`config.mk`:
```
export PLATFORM = sky130hd
export DESIGN_NAME = gb2_sc_sequencer
export DESIGN_NICKNAME = d
export VERILOG_FILES = /design/src/rtl/gb2_sc_pkg.sv /design/src/rtl/sc_lfsr.sv /design/src/rtl/gb2_sc_sequencer.sv
export SDC_FILE = /design/constraint.sdc
export NUM_CORES = 1
export LEC_CHECK = 0
export BUFFER_PORTS_ARGS = -buffer_cell sky130_fd_sc_hd__buf_2
export CORE_UTILIZATION = 55
export DETAILED_ROUTE_END_ITERATION = 8
export HOLD_SLACK_MARGIN = 0.03
export PLACE_DENSITY = 0.79
export SLEW_MARGIN = 15
export SYNTH_ARGS = -nofsm -noshare
export SYNTH_HDL_FRONTEND = slang
export SYNTH_SLANG_ARGS = --single-unit
```
`constraint.sdc`:
```
create_clock -name clk -period 5.4 [get_ports clk]
set_clock_uncertainty 0.2 [all_clocks]
set_input_delay 1.62 -clock clk [delete_from_list [all_inputs] [get_ports clk]]
set_output_delay 1.62 -clock clk [all_outputs]
set_load 0.05 [all_outputs]
```
`src/rtl/gb2_sc_pkg.sv`:
```
// Shared types and constants for the stochastic-computing kernel sequencer.
package gb2_sc_pkg;

  typedef enum logic [1:0] {
    ST_IDLE,
    ST_RUN,
    ST_DONE
  } state_e;

  // Default pixel precision, also the data-LFSR width.
  localparam int W_DEF = 8;

  // Number of data inputs on the kernel core; fixed by the core itself.
  localparam int N_PIX = 14;

  // Select LFSR: 16-bit Fibonacci, x^16+x^14+x^13+x^11+1.
  localparam logic [15:0] SEL_SEED_DEF = 16'hACE1;
  localparam logic [15:0] SEL_TAPS     = 16'hB400;

  // Maximal-length Fibonacci tap mask for a shift-left register of width w.
  // Bit i set means stage i+1 feeds the XOR that enters bit 0.
  function automatic logic [15:0] lfsr_taps(input int w);
    logic [15:0] t;
    t = '0;
    case (w)
      4:       t = 16'h000C;
      5:       t = 16'h0014;
      6:       t = 16'h0030;
      7:       t = 16'h0060;
      8:       t = 16'h00B8;
      9:       t = 16'h0110;
      10:      t = 16'h0240;
      11:      t = 16'h0500;
      12:      t = 16'h0829;
      13:      t = 16'h100D;
      14:      t = 16'h2015;
      15:      t = 16'h6000;
      16:      t = 16'hD008;
      default: t = '0;
    endcase
    return t;
  endfunction

endpackage

```
`src/rtl/sc_lfsr.sv`:
```
// Fibonacci LFSR with synchronous load and step enable.
module sc_lfsr #(
  parameter int               WIDTH   = 8,
  parameter int               OUT_W   = WIDTH,
  parameter logic [WIDTH-1:0] TAPS    = '0,
  parameter logic [WIDTH-1:0] RST_VAL = {{(WIDTH-1){1'b0}}, 1'b1}
) (
  input  logic             clk,
  input  logic             rst_n,
  input  logic             load_i,
  input  logic [WIDTH-1:0] load_val_i,
  input  logic             step_i,
  output logic [OUT_W-1:0] state_o
);

  logic [WIDTH-1:0] state_q, state_d;

  // Next state: load has priority over step; otherwise hold.
  always_comb begin
    // NOTE: assigning the default first makes every path drive state_d, so no latch is inferred.
    state_d = state_q;
    if (load_i) begin
      state_d = load_val_i;
    end else if (step_i) begin
      state_d = {state_q[WIDTH-2:0], ^(state_q & TAPS)};
    end
  end

  // State register with synchronous active-low reset.
  always_ff @(posedge clk) begin
    // NOTE: non-blocking assignments keep every flop sampling pre-edge values, independent of statement order.
    if (!rst_n) begin
      state_q <= RST_VAL;
    end else begin
      state_q <= state_d;
    end
  end

  assign state_o = state_q[OUT_W-1:0];

endmodule

```
`src/rtl/gb2_sc_sequencer.sv`:
```
// Drives a 2-output stochastic-computing kernel core through one bitstream
// evaluation and returns the ones counts of both outputs via valid/ready.
module gb2_sc_sequencer
  import gb2_sc_pkg::*;
#(
  parameter int          W        = W_DEF,
  parameter logic [15:0] SEL_SEED = SEL_SEED_DEF
) (
  input  logic                 clk,
  input  logic                 rst_n,
  input  logic                 start_i,
  input  logic [W:0]           len_i,
  input  logic [W-1:0]         seed_i,
  input  logic [N_PIX*W-1:0]   pix_i,
  output logic                 busy_o,
  output logic [N_PIX+3:0]     core_x_o,
  output logic                 core_xv_o,
  input  logic [1:0]           core_z_i,
  output logic                 res_valid_o,
  input  logic                 res_ready_i,
  output logic [W:0]           res1_o,
  output logic [W:0]           res0_o
);

  localparam logic [W-1:0] D_TAPS  = W'(lfsr_taps(W));
  localparam logic [W:0]   CNT_ONE = {{W{1'b0}}, 1'b1};

  state_e               state_q, state_d;
  logic [N_PIX*W-1:0]   pix_q, pix_d;
  logic [W:0]           len_q, len_d;
  logic [W:0]           gen_cnt_q, gen_cnt_d;
  logic [W:0]           acc1_q, acc1_d;
  logic [W:0]           acc0_q, acc0_d;
  logic                 lfsr_load, lfsr_step;
  logic [W-1:0]         seed_fix;
  logic [W-1:0]         data_lfsr;
  logic [3:0]           sel_lfsr;

  // A zero seed would lock the data LFSR, so it is replaced by 1.
  assign seed_fix = (seed_i == '0) ? {{(W-1){1'b0}}, 1'b1} : seed_i;

  sc_lfsr #(
    .WIDTH   (W),
    .OUT_W   (W),
    .TAPS    (D_TAPS),
    .RST_VAL ({{(W-1){1'b0}}, 1'b1})
  ) u_data_lfsr (
    .clk        (clk),
    .rst_n      (rst_n),
    .load_i     (lfsr_load),
    .load_val_i (seed_fix),
    .step_i     (lfsr_step),
    .state_o    (data_lfsr)
  );

  sc_lfsr #(
    .WIDTH   (16),
    .OUT_W   (4),
    .TAPS    (SEL_TAPS),
    .RST_VAL (SEL_SEED)
  ) u_sel_lfsr (
    .clk        (clk),
    .rst_n      (rst_n),
    .load_i     (lfsr_load),
    .load_val_i (SEL_SEED),
    .step_i     (lfsr_step),
    .state_o    (sel_lfsr)
  );

  // FSM next state, job capture in IDLE and accumulation in RUN.
  always_comb begin
    state_d   = state_q;
    pix_d     = pix_q;
    len_d     = len_q;
    gen_cnt_d = gen_cnt_q;
    acc1_d    = acc1_q;
    acc0_d    = acc0_q;
    lfsr_load = 1'b0;
    lfsr_step = 1'b0;
    unique case (state_q)
      ST_IDLE: begin
        if (start_i) begin
          pix_d     = pix_i;
          len_d     = len_i;
          gen_cnt_d = '0;
          acc1_d    = '0;
          acc0_d    = '0;
          lfsr_load = 1'b1;
          state_d   = (len_i != '0) ? ST_RUN : ST_DONE;
        end
      end
      ST_RUN: begin
        acc1_d    = acc1_q + {{W{1'b0}}, core_z_i[1]};
        acc0_d    = acc0_q + {{W{1'b0}}, core_z_i[0]};
        gen_cnt_d = gen_cnt_q + CNT_ONE;
        lfsr_step = 1'b1;
        if (gen_cnt_q == len_q - CNT_ONE) begin
          state_d = ST_DONE;
        end
      end
      ST_DONE: begin
        if (res_ready_i) begin
          state_d = ST_IDLE;
        end
      end
      default: state_d = ST_IDLE;
    endcase
  end

  // Sequencer registers with synchronous active-low reset.
  always_ff @(posedge clk) begin
    if (!rst_n) begin
      state_q   <= ST_IDLE;
      // NOTE: the wide pixel register is reset too, so nothing downstream ever sees X after reset.
      pix_q     <= '0;
      len_q     <= '0;
      gen_cnt_q <= '0;
      acc1_q    <= '0;
      acc0_q    <= '0;
    end else begin
      state_q   <= state_d;
      pix_q     <= pix_d;
      len_q     <= len_d;
      gen_cnt_q <= gen_cnt_d;
      acc1_q    <= acc1_d;
      acc0_q    <= acc0_d;
    end
  end

  // Bitstream generation: every pixel compares against the same data LFSR value.
  always_comb begin
    core_x_o = '0;
    if (state_q == ST_RUN) begin
      core_x_o[3:0] = sel_lfsr;
      for (int k = 0; k < N_PIX; k++) begin
        core_x_o[4+k] = (pix_q[k*W +: W] >= data_lfsr);
      end
    end
  end

  assign core_xv_o   = (state_q == ST_RUN);
  assign busy_o      = (state_q != ST_IDLE);
  assign res_valid_o = (state_q == ST_DONE);
  assign res1_o      = res_valid_o ? acc1_q : '0;
  assign res0_o      = res_valid_o ? acc0_q : '0;

endmodule

```
; After elaboration in Yosys (flattened, before gate mapping)
; Index checks and enable logic that the tools add are counted.
[word_totals]
out_inout_bits = 39
word_cells = 63
inputBits = 135
register_bits = 174
[classes]
mux = 18
n_eq_ne = 6
order_cmp = 14
addsub = 4
n_bitwise = 1
n_reduce_logical = 12
[ops]
columns = operator, n
row1 = 8-bit >= comparator, 14
row2 = 9-bit one-hot mux with 2 select lines, 3
row3 = 9-bit two-way mux, 3
row4 = 8-bit two-way mux, 3
row5 = 9-bit by 1-bit adder with 9-bit output, 2
row6 = 18-bit two-way mux, 1
row7 = 16-bit parity, 1
row8 = 9-bit by 1-bit adder with 9-bit output (second input constant), 1
row9 = 9-bit == test, 1
row10 = 9-bit nonzero test, 1
row11 = 9-bit by 1-bit subtractor with 9-bit output (second input constant), 1
row12 = 8-bit zero test, 1
row13 = 2-bit two-way mux, 4
row14 = 8-bit parity, 1
row15 = 2-bit one-hot mux with 3 select lines, 1
row16 = 2-bit nonzero test, 3
row17 = 2-bit by 1-bit inequality test with 1-bit output (second input constant), 2
row18 = 2-bit AND reduction, 2
row19 = 1-bit two-way mux, 3
row20 = 3-bit AND reduction, 1
row21 = 2-bit by 1-bit == test with 1-bit output (second input constant), 1
row22 = 2-bit == test (second input constant), 1
row23 = 2-bit zero test, 1
row24 = 2-bit inequality test (second input constant), 1
row25 = 2 further kinds, 2

; Depth between registers and ports, before layout
[logic_depth]
ltp_word = 4
ltp_mapped = 8
depth_no_buf = 8

; Hierarchy
; From an unflattened synthesis, not the netlist that was laid out.
[hier_totals]
hier_cells = 1163
area_unflattened_um2 = 9885.7
[modules_own_cells]
columns = mod, area_per_inst_um2, cells_each, seq_area_each_um2, instances
row1 = gb2_sc_sequencer, 8644.5, 1037, 3002.9, 1
row2 = sc_lfsr (u_sel_lfsr), 843.3, 84, 320.3, 1
row3 = sc_lfsr (u_data_lfsr), 397.9, 42, 160.2, 1

; Least setup slack after synthesis
; OpenSTA, ideal clock, no wires.
[synth_timing]
path_type = reg2out
startpoint = reg u_data_lfsr.state_q[0] (netlist: u_data_lfsr.state_o[0])
endpoint = out core_x_o[14]
t_arrival_ns = 2.369
stages_incl_launch_ff = 8
slack_ns = 1.211
required_time_ns = 3.580
n_path_buf = 0
path_cell_list = dfxtp_1 > ha_1 > nand2b_1 > a21o_1 > a21oi_1 > nor2b_1 > o2111ai_1 > a211oi_1
[synth_via]
elab_chain_cells = 2
[synth_lines]
columns = item, line_no
row1 = from (decl), sc_lfsr.sv:16  ; logic [WIDTH-1:0] state_q, state_d;
row2 = from (signal assigned), sc_lfsr.sv:35  ; state_q <= state_d;
row3 = 8-bit >= comparator, gb2_sc_sequencer.sv:136  ; core_x_o[4+k] = (pix_q[k*W +: W] >= data_lfsr);
row4 = 18-bit two-way mux, gb2_sc_sequencer.sv:133  ; if (state_q == ST_RUN) begin
row5 = to (decl), gb2_sc_sequencer.sv:16  ; output logic [N_PIX+3:0] core_x_o,
; Every way passes these cells.

; Final worst setup path
[layout_timing]
startpoint = reg u_data_lfsr.state_q[0] (netlist: u_data_lfsr.state_o[0])
endpoint = out core_x_o[10]
; The elaborated chain is that of the path after synthesis.

==> results.md <==
- Status: completed
- Final Slew Violations: 0
- Row cnt: 47
- Slew @ Worst Pin: slightly above 1 ns
- CP arrival: roughly 2.8 ns
- Register area share after synthesis: 0.363
- Worst setup EP type: output port
- # DRC: 0
- Minimum clock period after layout: 4.64 ns
- Global-route usage over all layers: 0.262
- DR pass1 iterations: 5
- WHS Path Cells: 2
- WHS: between 0.2 and 0.3 ns
- CTS tree: built
- Die Height: 134 um
- DIE WIDTH: 134 um
- Design Area, Final: 11200 um^2
- Setup-failing EPs final: 0
- Worst-Skew Late Latency: 0.43 ns
- Most frequent cells in the layout: nand2_1 (306), dfxtp_1 (174), buf_2 (172)
- Pleak: 5.00 nW
- #FFs+latches synth: 174
- First-pass GRT wire length: 37400 um
- RSZ-0062 raised after global routing: false
- Worst reg2reg path depth: 6
- Final Wtd Congestion: 0.791
- PD cells: 306 nW/um^2
- Synth warnings: 0
- Layout Cells excl Fill: roughly 1500
- Sink Count: 174
- Peak Freq: between 200 and 250 MHz
- Num CTS Buffers: 17
- Root Buffer: clkbuf_16
- # H-tree levels: 4
- Clk slew on worst S/H paths: 0.07 ns
- Starting density of the core: 0.570
- Dominant cell type by area after synthesis: dfxtp_1
- Hold buffers post-CTS: 0
- Layout area overhead: 16.5%
- Fin. Hold Viols: 0
- DPL Wire Length: ~15000 um
- Share of the synthesized area in the top cell type: 0.363
- Critical Path RT: 3.58 ns
- Initial antenna violation count: 4
- Synthesized Nets: 1405
- Aggregate global routing overflow: 0
- Crit-path max FO: 16
- Final Net Count: 1539
- Place WS: 1.30 ns
- Final ANT Viol Nets: 0
- WL/cell: about 15 um
- Max_cap viols: 0
- Routed vias/inst: approximately 5.4
- Setup TNS: 0 ns
- Post-cts gate resize count: 0
- Number of flops mapped to enable cells by yosys: 0
- Post-CTS setup buffers: 0
- Tot Pwr: 3.42 mW
- Number of global-route vias before repair: 7715
- Clock buffer depth: 2
- DIE AREA: 18000 um^2
- Largest net degree at the start of global routing: 91
- Asr flop ratio synth: 0
- Peak VDD IR: between 0.2 and 0.3 mV
- Area of placed instances: 10500 um^2
- Netlist cell types: 42
- Synth top area cells: dfxtp_1 (36%), ha_1 (15%), nand2_1 (12%)
- Fin util: 0.664
- Post-synthesis cell area: approximately 9600 um^2
- Commonest non-fill, non-tap cell in the layout: nand2_1
- Mapped Avg Cell Area: 8.33 um^2
- Slew margin rel.: 0.315
- Routed vias: 8260
- Critical path class: reg -> out
- Syn Inst Count: roughly 1200
- Placed cells: roughly 1500
- Initial DRC count: 460
- Final WS setup: roughly 0.76 ns
- Total Wirelength: roughly 23000 um
- Worst min path class: reg -> reg
- Ports: approximately 170
- Core ar.: 16800 um^2
- Share of layout cells above drive strength 1: 0.168
- IO Port Bufs: 173
- Ys flop type: dfxtp_1
- Final Cycle Share: 0.859
- Setup crit start kind: flip-flop
-- worst max-delay path: stages (launching register included) --
cell and delay (ns):
dfxtp_1 0.88, ha_1 0.36, nand2b_1 0.14, a21o_1 0.18, a21oi_1 0.17, nor2b_1 0.07, o2111ai_1 0.23, a211oi_1 0.12
buf_2 0.24
-- kinds of logic (layout without fill, tap and decap cells) --
group,Yosys count,in the layout,share of synthesized area
simple gates,465,465,0.215
compound gates,276,276,0.204
flops,174,174,0.363
fa+ha+maj,118,118,0.154
buf+inv,95,242,0.0412
xor+xnor,19,19,0.0173
mux,5,5,0.00535
other cells,0,1,0
-- final timing paths --
kind / startpoint / endpoint / slack (ns)
hold / removal: u_sel_lfsr.state_q[11] / u_sel_lfsr.state_q[12] / 0.26
setup / recovery: u_data_lfsr.state_o[0] / core_x_o[10] / 0.76
hold reg to reg: u_sel_lfsr.state_q[11] / u_sel_lfsr.state_q[12] / 0.26
setup reg to reg: state_q[1] / acc1_q[3] / 2.24
-- routing by layer --
metal | track usage | vias to the layer above | share of wire
met4 | 0.0849 | 2 | 0.016
met5 | 0 | - | 0.00039
met1 | 0.347 | 3787 | 0.47
met2 | 0.425 | 216 | 0.46
li1 | - | 4226 | -
met3 | 0.0540 | 29 | 0.053
-- registers in the layout, summed over array words and instances (netlist names) --
signal and count:
acc0_q 9, u_data_lfsr.state_o 8, u_sel_lfsr.state_q 16, pix_q 112, len_q 9, state_q 2
acc1_q 9, gen_cnt_q 9
-- cell type report --
| class | count | area [um^2] |
|---|---|---|
| repair buffers | 179 | 913 |
| diodes | 1 | 2.50 |
| flip-flops and latches | 174 | 3480 |
| inverters | 31 | 118 |
| fillers | 1453 | 5640 |
| multi-input cells | 883 | 5730 |
| clock inverters | 14 | 228 |
| clock buffers | 18 | 429 |
| well taps | 220 | 275 |
-- Yosys cell counts (16+ instances only) --
| cell | n |
|---|---|
| a211oi_1 | 28 |
| a21boi_0 | 120 |
| a21o_1 | 28 |
| a21oi_1 | 28 |
| and2_1 | 35 |
| buf_2 | 18 |
| clkbuf_1 | 40 |
| dfxtp_1 | 174 |
| ha_1 | 118 |
| inv_1 | 30 |
| nand2_1 | 307 |
| nand3_1 | 32 |
| nor2_1 | 32 |
| nor2b_1 | 16 |
| o2111ai_1 | 16 |
| o21ai_0 | 24 |
-- power breakdown --
part | total (mW) | internal, mW | switching, mW
Combinational | 0.628 | 0.262 | 0.365
Clock | 1.39 | 0.832 | 0.553
Sequential | 1.41 | 1.35 | 0.0540
Total | 3.42 | 2.45 | 0.973
Note: power is estimated with default switching activity, not from simulation.
